[src/rtl/bp_cmd_link_arbiter.sv]
// bp_cmd_link_arbiter: round-robin io/mem command arbiter onto one link, in-order response steering via source-ID FIFO.
// Optional perf counters enabled by BP_CMD_LINK_ARB_PERF_EN.
module bp_cmd_link_arbiter #(
  parameter int msg_width_p = 128,
  parameter int outstanding_p = 8,
  localparam int lg_outstanding_lp = $clog2(outstanding_p+1)
) (
  input  logic                         clk_i,
  input  logic                         reset_n_i,
  input  logic [msg_width_p-1:0]       io_cmd_i,
  input  logic                         io_cmd_v_i,
  output logic                         io_cmd_ready_o,
  input  logic [msg_width_p-1:0]       mem_cmd_i,
  input  logic                         mem_cmd_v_i,
  output logic                         mem_cmd_ready_o,
  output logic [msg_width_p-1:0]       link_cmd_o,
  output logic                         link_cmd_v_o,
  input  logic                         link_cmd_ready_i,
  input  logic [msg_width_p-1:0]       link_resp_i,
  input  logic                         link_resp_v_i,
  output logic                         link_resp_yumi_o,
  output logic [msg_width_p-1:0]       io_resp_o,
  output logic                         io_resp_v_o,
  input  logic                         io_resp_yumi_i,
  output logic [msg_width_p-1:0]       mem_resp_o,
  output logic                         mem_resp_v_o,
  input  logic                         mem_resp_yumi_i,
  output logic [lg_outstanding_lp-1:0] outstanding_o,
  output logic                         err_o
`ifdef BP_CMD_LINK_ARB_PERF_EN
  ,
  output logic [31:0]                  io_grant_cnt_o,
  output logic [31:0]                  mem_grant_cnt_o,
  output logic [31:0]                  full_stall_cnt_o
`endif
);
  localparam int lg_depth_lp = $clog2(outstanding_p);
  logic [outstanding_p-1:0] src_q;
  logic [lg_depth_lp-1:0] wr_ptr, rd_ptr;
  logic last_io, full, any_v, grant_io, grant_mem, can_issue, push, pop, head, nonempty;
  always_comb begin
    full = outstanding_o == lg_outstanding_lp'(outstanding_p);
    any_v = io_cmd_v_i | mem_cmd_v_i;
    // on a tie the source that did not win the last handshake goes next
    grant_io = io_cmd_v_i & (~mem_cmd_v_i | ~last_io);
    grant_mem = mem_cmd_v_i & ~grant_io;
    can_issue = reset_n_i & link_cmd_ready_i & ~full;
    link_cmd_v_o = reset_n_i & any_v & ~full;
    link_cmd_o = grant_io ? io_cmd_i : mem_cmd_i;
    io_cmd_ready_o = grant_io & can_issue;
    mem_cmd_ready_o = grant_mem & can_issue;
    push = link_cmd_v_o & link_cmd_ready_i;
    nonempty = outstanding_o != '0;
    head = src_q[rd_ptr];
    io_resp_v_o = reset_n_i & link_resp_v_i & nonempty & head;
    mem_resp_v_o = reset_n_i & link_resp_v_i & nonempty & ~head;
    link_resp_yumi_o = (io_resp_v_o & io_resp_yumi_i) | (mem_resp_v_o & mem_resp_yumi_i);
    pop = link_resp_yumi_o;
    io_resp_o = link_resp_i;
    mem_resp_o = link_resp_i;
  end
  always_ff @(posedge clk_i or negedge reset_n_i) begin
    if (!reset_n_i) begin
      src_q <= '0;
      wr_ptr <= '0;
      rd_ptr <= '0;
      outstanding_o <= '0;
      last_io <= 1'b1;
      err_o <= 1'b0;
    end else begin
      if (push) begin
        src_q[wr_ptr] <= grant_io;
        wr_ptr <= wr_ptr + 1'b1;
        last_io <= grant_io;
      end
      if (pop) rd_ptr <= rd_ptr + 1'b1;
      if (push & ~pop) outstanding_o <= outstanding_o + 1'b1;
      else if (pop & ~push) outstanding_o <= outstanding_o - 1'b1;
      if (link_resp_v_i & ~nonempty) err_o <= 1'b1;
    end
  end
`ifdef BP_CMD_LINK_ARB_PERF_EN
  always_ff @(posedge clk_i or negedge reset_n_i) begin
    if (!reset_n_i) begin
      io_grant_cnt_o <= '0;
      mem_grant_cnt_o <= '0;
      full_stall_cnt_o <= '0;
    end else begin
      if (push & grant_io) io_grant_cnt_o <= io_grant_cnt_o + 1'b1;
      if (push & grant_mem) mem_grant_cnt_o <= mem_grant_cnt_o + 1'b1;
      if (any_v & full) full_stall_cnt_o <= full_stall_cnt_o + 1'b1;
    end
  end
`endif
endmodule

[config.mk]
export PLATFORM = sky130hd
export DESIGN_NAME = bp_cmd_link_arbiter
export DESIGN_NICKNAME = d
export VERILOG_FILES = /design/src/rtl/bp_cmd_link_arbiter.sv
export SDC_FILE = /design/constraint.sdc
export NUM_CORES = 1
export LEC_CHECK = 0
export CAP_MARGIN = 20
export CORE_AREA = 2 2 304 306
export CTS_CLUSTER_SIZE = 40
export DETAILED_ROUTE_END_ITERATION = 8
export DIE_AREA = 0 0 306 308
export GPL_TIMING_DRIVEN = 0
export PLACE_DENSITY = 0.39
export SLEW_MARGIN = 20
export SYNTH_ARGS = -nofsm -noshare
export SYNTH_HDL_FRONTEND = slang
export SYNTH_SLANG_ARGS = --single-unit
[constraint.sdc]
create_clock -name clk_i -period 3.6 [get_ports clk_i]
set_clock_uncertainty 0.2 [all_clocks]
set_input_delay 0.72 -clock clk_i [delete_from_list [all_inputs] [get_ports clk_i]]
set_output_delay 0.72 -clock clk_i [all_outputs]
set_load 0.02 [all_outputs]
==> qor.txt <==
outcome = finished, final reports clean
GRT Total Usage = 0.08598
port bufs = 658
asr flop ratio synth = 1.000
drt drc = 0
leakage = 5.410 nW
Final Wtd Congestion = 0.7828
WP data arrival = 2.57 ns
top cells by area, synth = buf_4 (42%), mux2_2 (33%), dfrtp_1 (10%)
share of cells above drive strength 1 = 0.3686
CORE AREA = 90970 um^2
Buf/Inv on CP = 8
Non-Filler Instances = 2354
total clock sinks = 20
DP HPWL = 40.70 mm
Die X = 306 um
setup TNS = 0 ns
CTS tree = built
GRT overflow = 0
Least-Margin Pin Slew = 0.5626 ns
Post-Synthesis Cells = 493
synthesis-to-finish area growth = 184.2%
most numerous cell in the Yosys netlist = buf_4
Antenna Nets Post-Route = 0
hold_buf cts = 0
CP max stage delay = 0.30 ns
slew margin rel. = 0.6249
M3 GR Usage = 0.02302
cell family with most CP delay = buffers and inverters
main flop type after synthesis = dfrtp_1
placed inst area = 12600 um^2
max_cap viols = 0
Net count, final = 1560
CP startpoint kind = input port
synth unique cells = 34
post-synthesis sequential element count = 20
area leader, netlist = buf_4
number of global-route vias before repair = 5945
Worst VDD drop = 0.1851 mV
Power Dens Cells = 252.3 nW/um^2
met1 usage = 0.1209
Setup CP Type = input port to primary output
drt first pass iters = 4
GRT met2 Usage = 0.1365
EDFF count, synth = 0
CP endpoint kind = primary output
synthesized area = 4532 um^2
I/O Pins = 787
Num CTS Buffers = 3
Power Total = 0.003250 W
CTS clk-pin slew, worst paths = 0.06 ns
post-layout min period = 3.491 ns
Max FO, Critical Path = 6
H-tree levels = 1
synth warn = 0
slowest stage cell, crit path = mux2_4
Tcrit/Tclk final = 0.9696
vias per cell = 2.452
CP required = 2.68 ns
Clock Path Buffers = 2
Mapped Nets = 891
final WL = 44.17 mm
largest net degree at the start of global routing = 27
post-placement cell count = 2337
Avg Cell Area, Syn = 9.192 um^2
DR iter-0 viols = 90
via count = 5771
CP Cell Sequence = clkdlybuf4s15_1, nand2_1, and2_4, clkbuf_16, clkbuf_16, buf_8, buf_8, buf_6, buf_4, mux2_4, buf_6
f_max = 286.5 MHz
WL per Instance = 18.76 um
initial core utilization = 0.04982
GRT busiest layer = met2
fin area = 12880 um^2
Die Ht = 308 um
CTS Root Cell = clkbuf_16
final setup fails = 0
Die Area = 94250 um^2
first-pass GRT wire length = 55.11 mm
row count = 111
Max Slew Vio Count = 0
initial antenna violation count = 32
worst skew pair latency = 0.26 ns
sequential area share after synthesis = 0.1107
Post-synth top cells = buf_4 (256), mux2_2 (133), dfrtp_1 (19)
Synth top area share = 0.4241
hold crit path type = input port to asynchronous set/reset pin
Final Hold Fails = 0
RSZ-0062 raised after global routing = false
-- path summary, 6_finish.rpt --
path	from	slack [ns]	to	cells after the start
hold / removal	reset_n_i	0.25	err_o	1
min in group clk_i	err_o	0.27	err_o	1
setup reg to reg	rd_ptr[0]	0.35	outstanding_o[3]	12
hold reg to reg	err_o	0.27	err_o	1
max in group asynchronous	reset_n_i	2.57	last_io	1
setup / recovery	mem_cmd_v_i	0.11	link_cmd_o[117]	11
-- power by group --
| group | leakage (nW) | switching (W) | internal [W] |
|---|---|---|---|
| clock | 0.0511 | 0.0000899 | 0.000221 |
| sequential | 0.242 | 0.0000959 | 0.000333 |
| combinational | 5.12 | 0.00112 | 0.00139 |
-- registers in the layout, summed over array words and instances, names as in the netlist --
name           flops
err_o              1
wr_ptr             3
src_q              8
rd_ptr             3
outstanding_o      4
last_io            1
-- kinds of logic after synthesis --
| kind of cell | Yosys count | synth area share |
|---|---|---|
| buffers and inverters | 278 | 0.4440 |
| multiplexers | 142 | 0.3636 |
| adder cells (fa/ha/maj) | 6 | 0.01822 |
| flip-flops | 20 | 0.1107 |
| AND/OR/NAND/NOR | 32 | 0.03838 |
| XOR/XNOR | 8 | 0.01546 |
| AO/OA/AOI/OAI | 7 | 0.009665 |
-- final cells by class --
class	count	area [um^2]
Fill cell	10326	78090
Timing Repair Buffer	664	6621
Buffer	274	2111
Multi-Input combinational cell	195	2024
Tap cell	1186	1484
Sequential cell	20	501.7
Clock buffer	3	75.07
Clock inverter	1	30.03
Antenna cell	7	17.52
Inverter	4	15.01
-- layer usage --
metal | up-vias | wire length [um] | part of all wire
met5 | - | 48 | 0.0011
met4 | 8 | 210 | 0.0048
met3 | 32 | 3312 | 0.075
met2 | 348 | 20150 | 0.46
met1 | 2652 | 20440 | 0.46
li1 | 2731 | - | -
-- stage by stage --
step           utilization  hold WS [ns]  setup WS (ns)
4_1_cts             0.1406        0.2774     0.00001021
2_1_floorplan            -        0.2244         0.4454
3_5_place_dp        0.1386        0.2638         -1.191
3_3_place_gp        0.1385        0.2643         -2.103
5_1_grt             0.1414        0.2964        0.03958
6_report            0.1416        0.2538         0.1094
-- layout by cell type (no fill, tap or decap), drive strengths merged, types with 3 or more instances in the layout --
cell and instances:
clkdlybuf4s50 529, buf 274, mux2 139, dlygate4sd2 88, dlymetal6s2s 33, dfrtp 19, clkbuf 15, nand2 9
diode 7, nor2 6, xnor2 5, ha 5, inv 4, nand3 3, nor3b 3, xor2 3
-- what timing repair did --
item,CTS,global route
pin swaps,2,0
setup endpoints to repair,137,42
gates resized for setup,151,44
buffers inserted,4,1
cloned,1,0
No activity file was read; power rests on OpenSTA's default activity.
